===== src/rtl/gps_ack_peak_search.sv =====
// gps_ack_peak_search
// Tracks, per satellite lane, the largest and second-largest correlation
// magnitude over one full code-phase sweep, then streams one result beat per
// lane (best phase, peak, runner-up, detect decision) to the acquisition
// controller over a valid/ready handshake.
module gps_ack_peak_search #(
   parameter int unsigned CODE_LEN    = 1023,
   parameter logic [11:0] PEAK_THRESH = 12'd200,
   parameter logic [11:0] MARGIN      = 12'd40
) (
   input  logic        clk,
   input  logic        rst,
   input  logic        corr_complete,
   input  logic [9:0]  code_phase,
   input  logic [5:0]  sat0,
   input  logic [5:0]  sat1,
   input  logic [5:0]  sat2,
   input  logic [5:0]  sat3,
   input  logic [11:0] integrator_0,
   input  logic [11:0] integrator_1,
   input  logic [11:0] integrator_2,
   input  logic [11:0] integrator_3,
   output logic        res_valid,
   input  logic        res_ready,
   output logic [5:0]  res_sat,
   output logic [9:0]  res_phase,
   output logic [11:0] res_peak,
   output logic [11:0] res_second,
   output logic        res_detect,
   output logic        res_last,
   output logic        busy,
   output logic        overrun,
   output logic        seq_err
);

   localparam logic [9:0] LAST_PHASE = 10'(CODE_LEN - 1);

   typedef enum logic {S_IDLE, S_ACC}  acc_state_t;
   typedef enum logic {R_IDLE, R_SEND} rep_state_t;

   acc_state_t  acc_state;
   rep_state_t  rep_state;
   logic [9:0]  exp_phase;
   logic [1:0]  idx;

   // Running per-lane sweep state
   logic [5:0]  sat_q        [4];
   logic [11:0] peak_q       [4];
   logic [11:0] second_q     [4];
   logic [9:0]  peak_phase_q [4];

   // Report buffer, one entry per lane
   logic [5:0]  buf_sat      [4];
   logic [9:0]  buf_phase    [4];
   logic [11:0] buf_peak     [4];
   logic [11:0] buf_second   [4];
   logic        buf_detect   [4];

   // Inputs gathered into lane arrays, plus next-state lane values
   logic [5:0]  in_sat       [4];
   logic [11:0] in_val       [4];
   logic [11:0] nxt_peak     [4];
   logic [11:0] nxt_second   [4];
   logic [9:0]  nxt_phase    [4];
   logic        nxt_detect   [4];

   logic sat_ok;
   logic phase_ok;
   logic acc_hit;
   logic final_hit;
   logic xfer;
   logic buf_free;
   logic snap;

   // Lane gathering, peak/second update rule and snapshot/handshake qualifiers
   always_comb begin
      in_sat[0] = sat0;
      in_sat[1] = sat1;
      in_sat[2] = sat2;
      in_sat[3] = sat3;
      in_val[0] = integrator_0;
      in_val[1] = integrator_1;
      in_val[2] = integrator_2;
      in_val[3] = integrator_3;
      sat_ok    = 1'b1;
      for (int unsigned i = 0; i < 4; i++) begin
         if (in_sat[i] != sat_q[i]) sat_ok = 1'b0;
         nxt_peak[i]   = peak_q[i];
         nxt_second[i] = second_q[i];
         nxt_phase[i]  = peak_phase_q[i];
         if (in_val[i] > peak_q[i]) begin
            nxt_second[i] = peak_q[i];
            nxt_peak[i]   = in_val[i];
            nxt_phase[i]  = code_phase;
         end else if (in_val[i] > second_q[i]) begin
            nxt_second[i] = in_val[i];
         end
         nxt_detect[i] = (nxt_peak[i] >= PEAK_THRESH) &&
                         ((nxt_peak[i] - nxt_second[i]) >= MARGIN);
      end
      phase_ok  = (code_phase == exp_phase);
      acc_hit   = (acc_state == S_ACC) && corr_complete && phase_ok && sat_ok;
      final_hit = acc_hit && (code_phase == LAST_PHASE);
      xfer      = res_valid && res_ready;
      // buffer counts as free on the edge its last beat is accepted
      buf_free  = (rep_state == R_IDLE) || (xfer && (idx == 2'd3));
      snap      = final_hit && buf_free;
   end

   // Sweep accumulation FSM with sticky sequence/overrun flags
   always_ff @(posedge clk) begin
      if (rst) begin
         acc_state <= S_IDLE;
         exp_phase <= '0;
         seq_err   <= 1'b0;
         overrun   <= 1'b0;
         for (int unsigned i = 0; i < 4; i++) begin
            sat_q[i]        <= '0;
            peak_q[i]       <= '0;
            second_q[i]     <= '0;
            peak_phase_q[i] <= '0;
         end
      end else begin
         case (acc_state)
            S_IDLE: begin
               if (corr_complete && (code_phase == '0)) begin
                  for (int unsigned i = 0; i < 4; i++) begin
                     sat_q[i]        <= in_sat[i];
                     peak_q[i]       <= in_val[i];
                     second_q[i]     <= '0;
                     peak_phase_q[i] <= '0;
                  end
                  exp_phase <= 10'd1;
                  acc_state <= S_ACC;
               end
            end
            S_ACC: begin
               if (corr_complete) begin
                  if (phase_ok && sat_ok) begin
                     for (int unsigned i = 0; i < 4; i++) begin
                        peak_q[i]       <= nxt_peak[i];
                        second_q[i]     <= nxt_second[i];
                        peak_phase_q[i] <= nxt_phase[i];
                     end
                     exp_phase <= exp_phase + 10'd1;
                     if (final_hit) begin
                        acc_state <= S_IDLE;
                        if (!buf_free) overrun <= 1'b1;
                     end
                  end else begin
                     seq_err   <= 1'b1;
                     acc_state <= S_IDLE;
                  end
               end
            end
            default: acc_state <= S_IDLE;
         endcase
      end
   end

   // Report buffer capture and lane-by-lane result streaming FSM
   always_ff @(posedge clk) begin
      if (rst) begin
         rep_state <= R_IDLE;
         idx       <= '0;
         res_valid <= 1'b0;
         for (int unsigned i = 0; i < 4; i++) begin
            buf_sat[i]    <= '0;
            buf_phase[i]  <= '0;
            buf_peak[i]   <= '0;
            buf_second[i] <= '0;
            buf_detect[i] <= 1'b0;
         end
      end else begin
         if (snap) begin
            for (int unsigned i = 0; i < 4; i++) begin
               buf_sat[i]    <= sat_q[i];
               buf_phase[i]  <= nxt_phase[i];
               buf_peak[i]   <= nxt_peak[i];
               buf_second[i] <= nxt_second[i];
               buf_detect[i] <= nxt_detect[i];
            end
         end
         case (rep_state)
            R_IDLE: begin
               if (snap) begin
                  rep_state <= R_SEND;
                  idx       <= '0;
                  res_valid <= 1'b1;
               end
            end
            R_SEND: begin
               if (xfer) begin
                  if (idx == 2'd3) begin
                     // a snapshot landing on the freeing edge restarts without a bubble
                     if (snap) begin
                        idx       <= '0;
                        res_valid <= 1'b1;
                     end else begin
                        rep_state <= R_IDLE;
                        idx       <= '0;
                        res_valid <= 1'b0;
                     end
                  end else begin
                     idx <= idx + 2'd1;
                  end
               end
            end
            default: rep_state <= R_IDLE;
         endcase
      end
   end

   assign res_sat    = buf_sat[idx];
   assign res_phase  = buf_phase[idx];
   assign res_peak   = buf_peak[idx];
   assign res_second = buf_second[idx];
   assign res_detect = buf_detect[idx];
   assign res_last   = res_valid && (idx == 2'd3);
   assign busy       = (acc_state == S_ACC);

endmodule


===== config.mk =====
export PLATFORM = sky130hd
export DESIGN_NAME = gps_ack_peak_search
export DESIGN_NICKNAME = d
export VERILOG_FILES = /design/src/rtl/gps_ack_peak_search.sv
export SDC_FILE = /design/constraint.sdc
export NUM_CORES = 1
export LEC_CHECK = 0
export BUFFER_PORTS_ARGS = -buffer_cell sky130_fd_sc_hd__buf_4
export CAP_MARGIN = 20
export CORE_MARGIN = 10
export CORE_UTILIZATION = 62
export DETAILED_ROUTE_END_ITERATION = 7
export PLACE_DENSITY_LB_ADDON = 0.12
export SLEW_MARGIN = 0
export SYNTH_ARGS = -nofsm -noshare
export SYNTH_HDL_FRONTEND = slang
export SYNTH_SLANG_ARGS = --single-unit

===== constraint.sdc =====
create_clock -name clk -period 13.65 [get_ports clk]
set_input_delay 1.365 -clock clk [delete_from_list [all_inputs] [get_ports clk]]
set_output_delay 1.365 -clock clk [all_outputs]
set_load 0.02 [all_outputs]

==> flow_summary_export.csv <==
group,metric,value,unit
outcome,outcome,"completed",
drt,route.detailed.vias_per_inst,6.03,
global_route,grt.overflow.total,0,
placement,place.detailed.instances,2502,
setup_path,r2r_end,"buf_detect[2]",
setup_path,critPathMaxFanout,38,
clock_tree,cts_made_buffers,38,
layout,layout.nets,2330,
clock_tree,tritoncts_clock_tree,"yes",
setup_path,crit_path_start_kind,"primary input",
sta,timing.slew.headroom,25.1,%
clock_tree,clock_tree.htree_level_count,2,
drt,num_vias,15500,
synth,yosys.area.top_type,"sky130_fd_sc_hd__edfxtp_1",
synth,synth.top_cells.by_count,"sky130_fd_sc_hd__nor2_1 (379), sky130_fd_sc_hd__edfxtp_1 (302), sky130_fd_sc_hd__a21oi_1 (218)",
synth,post-synth-top-count-cell,"sky130_fd_sc_hd__nor2_1",
min_path,worst_hold_path_type,"flip-flop to flip-flop",
setup_path,rrSetupSlack,8.32,ns
sta,maxClockFrequency,173,MHz
layout,fin_cells,2573,
global_route,globalRoute.busiestLayer,"met2",
floorplan,die-width,202,um
drt,drt.antenna.violating_nets,0,
drt,wl_per_cell,20.7,um
synth,synthesis.area_per_instance,10.1,um^2
synth,postSynth.topFlopCell,"sky130_fd_sc_hd__edfxtp_1",
clock_tree,cts_setup_buffers,0,
synth,yosys-top-cells-area,"sky130_fd_sc_hd__edfxtp_1 (44%), sky130_fd_sc_hd__ha_1 (8.4%), sky130_fd_sc_hd__nor2_1 (7.0%), sky130_fd_sc_hd__a21oi_1 (5.3%), sky130_fd_sc_hd__mux4_2 (4.5%)",
synth,synth.lib_cells_used.distinct,69,
layout,fillerInstances,2421,
global_route,groute.usage.overall,25.5,%
synth,synthesis.area,0.0205,mm^2
synth,register_area_share_after_synthesis,48.3,%
setup_path,cp-endpoint,"buf_detect[0]",
global_route,global_route.usage.met3,3.52,%
setup_path,reg2reg_from,"peak_q[2][3]",
setup_path,critPathMostFrequentCell,"sky130_fd_sc_hd__a21oi_1",
setup_path,path_class,"primary input to flip-flop",
sta,totalNegativeSetupSlack,0,ns
setup_path,worst_ep_arrival_time,6.05,ns
placement,io_buffer_count,131,
layout,share_of_layout_cells_above_drive_strength_1,13.6,%
floorplan,floorplan.initialDensity,62.9,%
clock_tree,clock_insertion_delay_worst_skew,0.53,ns
layout,area_growth,12.7,%
sta,min_period_over_period,42.3,%
setup_path,cp.required,13.92,ns
synth,yosysWarnings,0,
floorplan,die_y,202,um
synth,number_of_flops_mapped_to_enable_cells_by_yosys,302,
clock_tree,cts_num_sinks,343,
layout,area_used_by_multi_input_combinational_logic,0.00962,mm^2
drt,postRouteWirelength,53.2,mm
drt,detail_route.first_pass.iterations,5,
floorplan,row_count,66,
drt,post-route-drc-count,0,
synth,syn_nets,2251,
layout,regArea,0.00989,mm^2
clock_tree,cts-hold-fix-buffers,0,
setup_path,cells_traversed_along_the_worst_timing_path,"buf_4, ha_1, nand4_1, or2_2, o21ai_0, o22a_2, buf_4, nor2_1, a21oi_1, inv_1, ha_1, a21oi_1, o21bai_1, a21oi_1, nor2b_1, o21a_1, o21a_1, o21ai_0, mux2i_1, nor4_1, a21oi_1",
sta,report.final.slew_viol_count,0,
setup_path,worstSetupEndpointType,"flip-flop",
synth,yosysTopAreaCellShare,44.3,%
setup_path,path_buf_inv,3,
sta,final.setup_skew,0.0117,ns
sta,layout_min_cycle_time,5.78,ns
pwr,ir_worst_vdd,0.0953,mV
sta,worst_pin_slew,1.12,ns
setup_path,critPathTopFamily,"compound AO/OA/AOI/OAI gates",
placement,detailedPlacementHpwl,38.1,mm
pwr,total_leakage_power,9.25,nW
clock_tree,ctsLongestPathBuffers,3,
setup_path,worst_path_largest_cell_delay,0.60,ns
setup_path,cp_num_cells,21,
global_route,via_count_of_the_first_global_routing_pass,15100,
floorplan,top_level_ports,132,
placement,routabilityCongestion,0.917,
global_route,grt.met2_usage,42.0,%
global_route,pin_count_of_the_biggest_net_entering_global_routing,100,
floorplan,core-area,0.0325,mm^2
run,max-cap-violations,0,
floorplan,die_area,0.0407,mm^2
setup_path,critical_path.slowest_cell,"sky130_fd_sc_hd__o22a_2",
drt,drt_iter0_drc,1369,
sta,setup_repair_after_global_routing_missed_its_margin,"no",
sta,timing_hold_violations_final,0,
synth,ys_seq_elements,343,
global_route,global_route.usage.met1,35.4,%
clock_tree,post_cts_resized,0,
global_route,grt_pass1_wl,84.1,mm
setup_path,critical_path.startpoint,"integrator_0[10]",
pwr,power.density,122,mW/mm^2
sta,final-setup-viol-count,0,
global_route,initial_antenna_violation_count,2,
clock_tree,cts_root_buf,"sky130_fd_sc_hd__clkbuf_16",
setup_path,reg2reg_depth,20,
synth,ys_async_sr_fraction,0,%
synth,synthesis.instances,2023,
min_path,hold_path_start,"overrun",
clock_tree,cts.clk_slew.worst_paths,0.06,ns
[metrics by stage]
step | cell area (um^2) | setup slack (ns) | hold WS, ns | power [mW] | utilization, %
6_report | 23100 | 7.87 | 0.483 | 2.80 | 70.9
5_1_grt | 23100 | 7.52 | 0.519 | 2.92 | 70.9
4_1_cts | 23000 | 7.95 | 0.483 | 2.81 | 70.8
3_5_place_dp | 21800 | 7.42 | 0.469 | 1.76 | 66.9
3_3_place_gp | 21800 | 7.59 | 0.463 | 1.74 | 66.9
2_1_floorplan | 20500 | 2.58 | 0.460 | 1.61 | -
[where the power goes]
part	internal [mW]	leakage, nW	switching, mW
sequential	1.17	3.39	0.0168
combinational	0.215	5.24	0.347
clock	0.632	0.613	0.422
[worst min path at each step]
stage | cells past startpoint | endpoint | slack, ns
after detailed placement | 2 | overrun | 0.47
after global placement | 2 | overrun | 0.46
after CTS | 2 | overrun | 0.48
after global routing | 2 | peak_phase_q[2][0] | 0.52
after floorplan | 2 | peak_phase_q[2][0] | 0.46
final | 2 | overrun | 0.48
[kinds of logic after synthesis]
family / count (synthesis) / share of synthesized area [%]
AND/OR/NAND/NOR: 662 / 14.4
buffers and inverters: 269 / 5.06
multiplexers: 117 / 8.30
AO/OA/AOI/OAI: 427 / 12.4
adder cells (fa/ha/maj): 142 / 8.83
XOR/XNOR: 63 / 2.70
flip-flops: 343 / 48.3
[final cells by class]
class	count	area share, %
Sequential cell	343	42.9
Timing Repair Buffer	149	4.94
Antenna cell	1	0.0108
Clock inverter	17	0.992
Multi-Input combinational cell	1411	41.7
Clock buffer	51	4.51
Tap cell	442	2.40
Inverter	159	2.59
[state kept, by name (all words and copies together) (netlist names), named ones only]
signal	count
seq_err	1
res_valid	1
peak_q	48
sat_q	24
buf_phase	40
exp_phase	10
buf_peak	48
second_q	48
rep_state	1
buf_detect	4
idx	2
busy	1
buf_sat	24
peak_phase_q	40
buf_second	48
overrun	1
[worst reg2reg max path, stage by stage, from the launching register on]
cell and delay [ns]:
sky130_fd_sc_hd__edfxtp_1 0.58, sky130_fd_sc_hd__inv_1 0.12, sky130_fd_sc_hd__ha_1 0.34, sky130_fd_sc_hd__o211ai_1 0.13, sky130_fd_sc_hd__a211oi_1 0.37, sky130_fd_sc_hd__nor3_1 0.16
sky130_fd_sc_hd__nor2_4 0.38, sky130_fd_sc_hd__buf_4 0.43, sky130_fd_sc_hd__nor2_1 0.09, sky130_fd_sc_hd__a21oi_1 0.32, sky130_fd_sc_hd__inv_1 0.15, sky130_fd_sc_hd__fa_1 0.42
sky130_fd_sc_hd__o21ai_0 0.10, sky130_fd_sc_hd__a41oi_1 0.08, sky130_fd_sc_hd__nand3_1 0.13, sky130_fd_sc_hd__o211ai_1 0.18, sky130_fd_sc_hd__o21ai_0 0.21, sky130_fd_sc_hd__o221ai_1 0.16
sky130_fd_sc_hd__a311oi_1 0.35, sky130_fd_sc_hd__mux2i_1 0.22, sky130_fd_sc_hd__a41oi_1 0.13
[per-layer routing]
metal,vias to the layer above,part of all wire [%]
li1,7379,-
met1,7475,44
met2,585,48
met3,81,6.6
met4,0,1.8
met5,-,0
[placed cells by master (no fill, tap or decap), types with 8 or more instances in the layout]
master,netlist,layout
sky130_fd_sc_hd__nor2_1,379,377
sky130_fd_sc_hd__edfxtp_1,302,302
sky130_fd_sc_hd__a21oi_1,218,218
sky130_fd_sc_hd__inv_1,159,159
sky130_fd_sc_hd__buf_4,0,147
sky130_fd_sc_hd__ha_1,138,138
sky130_fd_sc_hd__nand2_1,86,86
sky130_fd_sc_hd__o21ai_0,78,78
sky130_fd_sc_hd__mux2i_1,66,66
sky130_fd_sc_hd__and2_1,52,52
sky130_fd_sc_hd__mux4_2,41,41
sky130_fd_sc_hd__dfxtp_1,41,39
sky130_fd_sc_hd__clkbuf_16,0,38
sky130_fd_sc_hd__nand4_1,37,37
sky130_fd_sc_hd__xnor2_1,35,35
sky130_fd_sc_hd__a21o_1,31,31
sky130_fd_sc_hd__xor2_1,28,28
sky130_fd_sc_hd__nor3_1,19,16
sky130_fd_sc_hd__nand3_1,15,15
sky130_fd_sc_hd__nor2b_1,14,14
sky130_fd_sc_hd__nor4_1,13,13
sky130_fd_sc_hd__nand2b_1,13,12
sky130_fd_sc_hd__o211ai_1,11,11
sky130_fd_sc_hd__or2_2,9,9
sky130_fd_sc_hd__mux2_2,9,9
sky130_fd_sc_hd__clkbuf_1,66,9
sky130_fd_sc_hd__or3_1,10,8
sky130_fd_sc_hd__o21a_1,8,8
sky130_fd_sc_hd__a31oi_1,9,8
Note: power is estimated with default switching activity, not from simulation.
